## src/rtl/video_mode_sequencer_if.sv

```systemverilog
// Control/status bundle between the front-panel step logic and the video mode sequencer.
interface video_mode_sequencer_if;
   logic       frame_start_in;
   logic       bg_step_in;
   logic       target_step_in;
   logic       auto_en_in;
   logic       force_camera_in;
   logic [1:0] bg_sel_out;
   logic [1:0] target_sel_out;
   logic       mode_changed_out;
   logic       pending_out;

   modport master (
      output frame_start_in, bg_step_in, target_step_in, auto_en_in, force_camera_in,
      input  bg_sel_out, target_sel_out, mode_changed_out, pending_out
   );

   modport slave (
      input  frame_start_in, bg_step_in, target_step_in, auto_en_in, force_camera_in,
      output bg_sel_out, target_sel_out, mode_changed_out, pending_out
   );
endinterface

```

## src/rtl/video_mode_sequencer.sv

```systemverilog
// Drives the background/overlay mux selects, applying requested mode changes only on
// frame boundaries, with auto-cycling, a post-change lockout and a force-camera override.
module video_mode_sequencer #(
   parameter int unsigned AUTO_FRAMES = 120,
   parameter int unsigned HOLD_FRAMES = 2
) (
   input  logic                  clk_in,
   input  logic                  rst_n_in,
   video_mode_sequencer_if.slave bus
);
   localparam int unsigned AUTO_W = $clog2(AUTO_FRAMES + 1);
   localparam int unsigned HOLD_W = (HOLD_FRAMES == 0) ? 1 : $clog2(HOLD_FRAMES + 1);
   localparam logic [AUTO_W-1:0] AUTO_LAST = AUTO_W'(AUTO_FRAMES - 1);
   localparam logic [HOLD_W-1:0] HOLD_LAST = HOLD_W'(HOLD_FRAMES - 1);

   typedef enum logic [1:0] {
      ST_IDLE    = 2'd0,
      ST_PENDING = 2'd1,
      ST_LOCKOUT = 2'd2
   } state_t;

   state_t              r_state;
   state_t              w_state_nxt;
   logic [1:0]          r_bg_sel;
   logic [1:0]          r_tg_sel;
   logic [1:0]          r_sh_bg;
   logic [1:0]          r_sh_tg;
   logic [AUTO_W-1:0]   r_auto_cnt;
   logic [HOLD_W-1:0]   r_hold_cnt;
   logic                r_changed;
   logic                r_pending;

   logic [1:0]          w_bg_nxt;
   logic [1:0]          w_tg_nxt;
   logic [1:0]          w_sh_bg_nxt;
   logic [1:0]          w_sh_tg_nxt;
   logic [AUTO_W-1:0]   w_auto_nxt;
   logic [HOLD_W-1:0]   w_hold_nxt;

   logic                w_fs;
   logic                w_force;
   logic                w_bg_step;
   logic                w_tg_step;
   logic                w_any_step;
   logic [1:0]          w_sh_bg_add;
   logic [1:0]          w_sh_tg_add;
   logic                w_force_hit;
   logic                w_auto_hit;
   logic                w_apply;
   logic                w_apply_diff;
   logic                w_change;
   logic                w_lock_done;

   assign w_fs    = bus.frame_start_in;
   assign w_force = bus.force_camera_in;

   // Steps are dropped while forced to camera or while locked out.
   assign w_bg_step  = bus.bg_step_in     & ~w_force & (r_state != ST_LOCKOUT);
   assign w_tg_step  = bus.target_step_in & ~w_force & (r_state != ST_LOCKOUT);
   assign w_any_step = w_bg_step | w_tg_step;

   assign w_sh_bg_add = w_force ? 2'b00 : r_sh_bg + {1'b0, w_bg_step};
   assign w_sh_tg_add = w_force ? 2'b00 : r_sh_tg + {1'b0, w_tg_step};

   assign w_force_hit  = w_force & w_fs & (|{r_bg_sel, r_tg_sel});
   assign w_auto_hit   = (r_state == ST_IDLE) & bus.auto_en_in & ~w_force & ~w_any_step
                         & w_fs & (r_auto_cnt == AUTO_LAST);
   assign w_apply      = (r_state == ST_PENDING) & w_fs;
   assign w_apply_diff = w_apply & ({w_sh_bg_add, w_sh_tg_add} != {r_bg_sel, r_tg_sel});
   assign w_change     = w_force_hit | w_auto_hit | w_apply_diff;
   assign w_lock_done  = (r_state == ST_LOCKOUT) & w_fs & (r_hold_cnt == HOLD_LAST);

   // State register
   always_ff @(posedge clk_in or negedge rst_n_in) begin
      if (!rst_n_in) begin
         r_state <= ST_IDLE;
      end else begin
         r_state <= w_state_nxt;
      end
   end

   // Next-state decode; any applied change restarts the lockout window.
   always_comb begin
      w_state_nxt = r_state;
      case (r_state)
         ST_IDLE:    if (w_any_step)  w_state_nxt = ST_PENDING;
         ST_PENDING: if (w_fs)        w_state_nxt = ST_IDLE;
         ST_LOCKOUT: if (w_lock_done) w_state_nxt = ST_IDLE;
         default:                     w_state_nxt = ST_IDLE;
      endcase
      if (w_change) begin
         w_state_nxt = (HOLD_FRAMES == 0) ? ST_IDLE : ST_LOCKOUT;
      end
   end

   // Next values for selects, shadows and frame counters.
   always_comb begin
      w_bg_nxt    = r_bg_sel;
      w_tg_nxt    = r_tg_sel;
      w_sh_bg_nxt = w_sh_bg_add;
      w_sh_tg_nxt = w_sh_tg_add;
      w_auto_nxt  = '0;
      w_hold_nxt  = r_hold_cnt;

      if (w_force_hit) begin
         w_bg_nxt = 2'b00;
         w_tg_nxt = 2'b00;
      end else if (w_auto_hit) begin
         w_tg_nxt = r_tg_sel + 2'd1;
      end else if (w_apply) begin
         w_bg_nxt = w_sh_bg_add;
         w_tg_nxt = w_sh_tg_add;
      end

      if (!w_force && ((r_state == ST_LOCKOUT) || w_auto_hit)) begin
         w_sh_bg_nxt = w_bg_nxt;
         w_sh_tg_nxt = w_tg_nxt;
      end

      if ((r_state == ST_IDLE) && bus.auto_en_in && !w_force && !w_any_step) begin
         w_auto_nxt = r_auto_cnt;
         if (w_fs) begin
            w_auto_nxt = w_auto_hit ? '0 : r_auto_cnt + AUTO_W'(1);
         end
      end

      if (w_change) begin
         w_hold_nxt = '0;
      end else if ((r_state == ST_LOCKOUT) && w_fs) begin
         w_hold_nxt = w_lock_done ? '0 : r_hold_cnt + HOLD_W'(1);
      end
   end

   // Datapath registers
   always_ff @(posedge clk_in or negedge rst_n_in) begin
      if (!rst_n_in) begin
         r_bg_sel   <= 2'b00;
         r_tg_sel   <= 2'b00;
         r_sh_bg    <= 2'b00;
         r_sh_tg    <= 2'b00;
         r_auto_cnt <= '0;
         r_hold_cnt <= '0;
         r_changed  <= 1'b0;
         r_pending  <= 1'b0;
      end else begin
         r_bg_sel   <= w_bg_nxt;
         r_tg_sel   <= w_tg_nxt;
         r_sh_bg    <= w_sh_bg_nxt;
         r_sh_tg    <= w_sh_tg_nxt;
         r_auto_cnt <= w_auto_nxt;
         r_hold_cnt <= w_hold_nxt;
         r_changed  <= w_change;
         r_pending  <= (w_state_nxt == ST_PENDING);
      end
   end

   assign bus.bg_sel_out       = r_bg_sel;
   assign bus.target_sel_out   = r_tg_sel;
   assign bus.mode_changed_out = r_changed;
   assign bus.pending_out      = r_pending;

endmodule

```

## src/flat_wrapper.sv

```systemverilog
// flat-port wrapper written by rule: the top's interface ports become plain ports
module video_mode_sequencer_flat 
#(
   parameter int unsigned AUTO_FRAMES = 120,
   parameter int unsigned HOLD_FRAMES = 2
)
  (clk_in, rst_n_in, bus_frame_start_in, bus_bg_step_in, bus_target_step_in, bus_auto_en_in, bus_force_camera_in, bus_bg_sel_out, bus_target_sel_out, bus_mode_changed_out, bus_pending_out);
  video_mode_sequencer_if bus_i ();
  input  logic clk_in;
  input  logic rst_n_in;
  input wire logic [$bits(bus_i.frame_start_in)-1:0] bus_frame_start_in;
  input wire logic [$bits(bus_i.bg_step_in)-1:0] bus_bg_step_in;
  input wire logic [$bits(bus_i.target_step_in)-1:0] bus_target_step_in;
  input wire logic [$bits(bus_i.auto_en_in)-1:0] bus_auto_en_in;
  input wire logic [$bits(bus_i.force_camera_in)-1:0] bus_force_camera_in;
  output wire logic [$bits(bus_i.bg_sel_out)-1:0] bus_bg_sel_out;
  output wire logic [$bits(bus_i.target_sel_out)-1:0] bus_target_sel_out;
  output wire logic [$bits(bus_i.mode_changed_out)-1:0] bus_mode_changed_out;
  output wire logic [$bits(bus_i.pending_out)-1:0] bus_pending_out;
  assign bus_i.frame_start_in = bus_frame_start_in;
  assign bus_i.bg_step_in = bus_bg_step_in;
  assign bus_i.target_step_in = bus_target_step_in;
  assign bus_i.auto_en_in = bus_auto_en_in;
  assign bus_i.force_camera_in = bus_force_camera_in;
  assign bus_bg_sel_out = bus_i.bg_sel_out;
  assign bus_target_sel_out = bus_i.target_sel_out;
  assign bus_mode_changed_out = bus_i.mode_changed_out;
  assign bus_pending_out = bus_i.pending_out;
  video_mode_sequencer #(.AUTO_FRAMES(AUTO_FRAMES), .HOLD_FRAMES(HOLD_FRAMES)) u_core (.clk_in(clk_in), .rst_n_in(rst_n_in), .bus(bus_i));
endmodule
```

## config.mk

```make
export PLATFORM = sky130hd
export DESIGN_NAME = video_mode_sequencer_flat
export DESIGN_NICKNAME = d
export VERILOG_FILES = /design/src/rtl/video_mode_sequencer_if.sv /design/src/rtl/video_mode_sequencer.sv /design/src/flat_wrapper.sv
export SDC_FILE = /design/constraint.sdc
export NUM_CORES = 1
export LEC_CHECK = 0
export ABC_AREA = 0
export CAP_MARGIN = 20
export CORE_UTILIZATION = 30
export DETAILED_ROUTE_END_ITERATION = 8
export SLEW_MARGIN = 20
export SYNTH_ARGS = -nofsm -noshare
export SYNTH_HDL_FRONTEND = slang
export SYNTH_SLANG_ARGS = --single-unit
```

## constraint.sdc

```tcl
create_clock -name clk_in -period 2.3 [get_ports clk_in]
set_input_delay 0.345 -clock clk_in [delete_from_list [all_inputs] [get_ports clk_in]]
set_output_delay 0.345 -clock clk_in [all_outputs]
set_load 0.01 [all_outputs]
```

==> impl_results.md <==
* Status: finished clean
* Finish-stage setup viols at 0
* Sequential-to-total area share from yosys stat at 0.4098
* Vias per cell at 5.357
* CTS tree: yes
* Post-Route Utilization at 0.3959
* RSZ-0062 raised after global routing: no
* Post-Synth Simple-Gate Area at 0.2966
* Peak VDD IR at 295.4 µV
* CTS clock-pin slew for the worst setup and hold paths at 0.08 ns
* Area contributors post-synth: dfrtp_1, ha_1, nor2_1, a21oi_1, nand2_1
* Crit Path Category: input pin to register
* CTS Buf Count at 3
* Synth Instances at 133
* Die width at 67.38 µm
* Final TNS setup at 0 ns
* Synth Area in Adders at 0.03902
* Final worst clock skew at 0.005992 ns
* Post-layout minimum cycle time at 2.166 ns
* Max-cap violations at 0
* First-pass GRT wire length at 4595 µm
* Most frequent cells in the layout: dfrtp_1, buf_4, nor2_1
* Cts repair resizes at 0
* CP Data Required Time at 2.51 ns
* Core area at 4058 µm²
* Fmax at 0.4617 GHz
* Dpl cells at 206
* Clock Latency Late Sink at 0.27 ns
* Post-CTS Setup Bufs at 0
* Via count at 1125
* Worst setup EP type: register
* Initial core utilization at 0.3161
* Boundary pin count at 13
* Synth Net Count at 144
* Reg-to-Reg Start: u_core.r_state[0]$_DFF_PN0_
* Area grow syn2layout at 25.27%
* R2R cell count at 7
* Pwr per Cell Area at 851.8 nW/µm²
* EDFF count, synth at 0
* Final GP Congestion at 0.8060
* DR iter-0 viols at 84
* Placement Rows at 23
* Yosys cell types at 45
* Grt ovf at 0
* Syn_area_per_cell at 9.643 µm²
* Data arrival, critical path at 2.37 ns
* Largest family of logic cells by synthesized area: simple AND/OR/NAND/NOR gates
* Yosys warns at 0
* Root buffer cell: clkbuf_8
* Layout cells sized above 1 at 0.1563
* Mux share of post-synthesis cell area at 0.03610
* Dpl hpwl at 2174 µm
* Die footprint at 4540 µm²
* Design area at 1607 µm²
* Predominant post-synthesis flop cell: dfrtp_1
* Async SR Flop Fraction at 1.000
* Worst slew pin tran at 0.3677 ns
* CTS Buffer Depth at 2
* DP Area at 1560 µm²
* CP max FO at 4
* Antenna viol nets, final at 0
* Vert. Die Dim at 67.38 µm
* R2R Setup Slk at 0.16 ns
* Hold/Removal Path Class: input pin to async pin
* CTS H-tree depth at 1
* Total iterations of the first detailed-routing run at 4
* Largest net degree at the start of global routing at 22
* Post-synthesis compound-gate area fraction at 0.1551
* Synth Area in XOR/XNOR at 0.04098
* Fillers at 381
* Final Hold Fails at 0
* Startpoint class of the critical path: input pin
* P_leak at 0.7127 nW
* Synth area leader: dfrtp_1
* Port Buffers at 12
* Fin nets at 172
* Routed WL at 2908 µm
* Max Slew Vio Count at 0
* Most common cell after layout, fill and taps aside: dfrtp_1
* Drt wl/cell at 13.85 µm
* DRC errors left at 0
* CTS Sinks at 21
* Mapped cell area at 1282 µm²
* Tot GR Track Use at 0.1342
* Hold-fix buffers, CTS at 0
* Post-route clock period utilization at 0.9417
* Vias in the first global route at 1016
* Reg-to-Reg End: u_core.r_hold_cnt[1]$_DFFE_PN0P_
* Synth Register Bits at 21
* Synth top area share at 0.4098
* Initial antenna violation count at 0
* Post-Layout Cell Count at 210
* Relative slew slack at 0.7485
* Diode count at 0
==> worst max path at each step <==
stage | start | endpoint | slack [ns] | cells after the start
2_1_floorplan | bus_force_camera_in | u_core.r_hold_cnt[1]$_DFFE_PN0P_ | 0.05 | 8
3_3_place_gp | bus_force_camera_in | u_core.r_hold_cnt[1]$_DFFE_PN0P_ | -0.07 | 7
3_5_place_dp | bus_force_camera_in | u_core.r_hold_cnt[1]$_DFFE_PN0P_ | -0.11 | 7
4_1_cts | bus_force_camera_in | u_core.r_hold_cnt[1]$_DFFE_PN0P_ | 0.13 | 7
5_1_grt | bus_force_camera_in | u_core.r_hold_cnt[1]$_DFFE_PN0P_ | 0.01 | 7
6_report | bus_force_camera_in | u_core.r_hold_cnt[1]$_DFFE_PN0P_ | 0.13 | 7
==> flip-flops by register name (all words and copies together), names as in the netlist <==
signal	count
u_core.bus.bg_sel_out	2
u_core.bus.mode_changed_out	1
u_core.bus.pending_out	1
u_core.bus.target_sel_out	2
u_core.r_auto_cnt	7
u_core.r_hold_cnt	2
u_core.r_sh_bg	2
u_core.r_sh_tg	2
u_core.r_state	2
==> power breakdown <==
group | switching [mW] | internal [mW]
logic | 0.294 | 0.311
clock network | 0.128 | 0.121
registers | 0.0692 | 0.445
total | 0.491 | 0.878
==> kinds of logic (layout without fill, tap and decap cells) <==
logic type	count (synthesis)	count (layout)
XOR/XNOR	6	6
flip-flops	21	21
buffers and inverters	7	34
AO/OA/AOI/OAI	29	29
AND/OR/NAND/NOR	62	62
multiplexers	4	4
adder cells (fa/ha/maj)	4	4
==> per-stage QoR <==
stage | worst slack [ns] | hold WS (ns) | power [mW]
CTS | 0.1330 | 0.4244 | 1.377
global route | 0.01488 | 0.4490 | 1.467
floorplan | 0.05233 | 0.04941 | 0.8675
detailed placement | -0.1132 | 0.5037 | 1.126
finish | 0.1341 | 0.4185 | 1.369
global placement | -0.06615 | 0.5028 | 1.110
==> synthesized netlist by cell type, types with 2 or more instances <==
cell type,n
dfrtp_1,21
nor2_1,13
nand2_1,11
a21oi_1,9
nand3_1,6
o21ai_0,5
and4_1,4
ha_1,4
xnor2_1,4
inv_1,3
nand2b_1,3
nor3_1,3
or3_1,3
a211o_1,2
a22o_1,2
a31oi_1,2
and2_1,2
and3_1,2
and3b_1,2
buf_2,2
clkbuf_1,2
mux2i_1,2
nand4_1,2
nor2b_1,2
xor2_1,2
==> worst max-delay path: stages <==
cell and delay, ns:
clkdlybuf4s50_1 0.52, and3b_1 0.19, ha_1 0.31, nor4b_1 0.31, a32oi_1 0.11, a2111oi_0 0.40, a21o_1 0.18
==> metal layers <==
layer  up-vias  part of all wire  global-route usage
met5         -                 0                   0
met4         0             0.016             0.04787
met3         4             0.029             0.02027
met2        22              0.49              0.2175
met1       549              0.47              0.1793
li1        550                 -                   -
==> area by class of cell <==
type / count / area [µm²] / share of cell area
multi-input combinational: 105 / 728.2 / 0.4533
timing repair buffer: 27 / 232.7 / 0.1449
sequential: 21 / 525.5 / 0.3271
clock buffer: 3 / 41.29 / 0.02570
inverter: 3 / 11.26 / 0.007009
clock inverter: 1 / 5.005 / 0.003115
tap: 50 / 62.56 / 0.03894
Power figures use the tool's default switching activity.
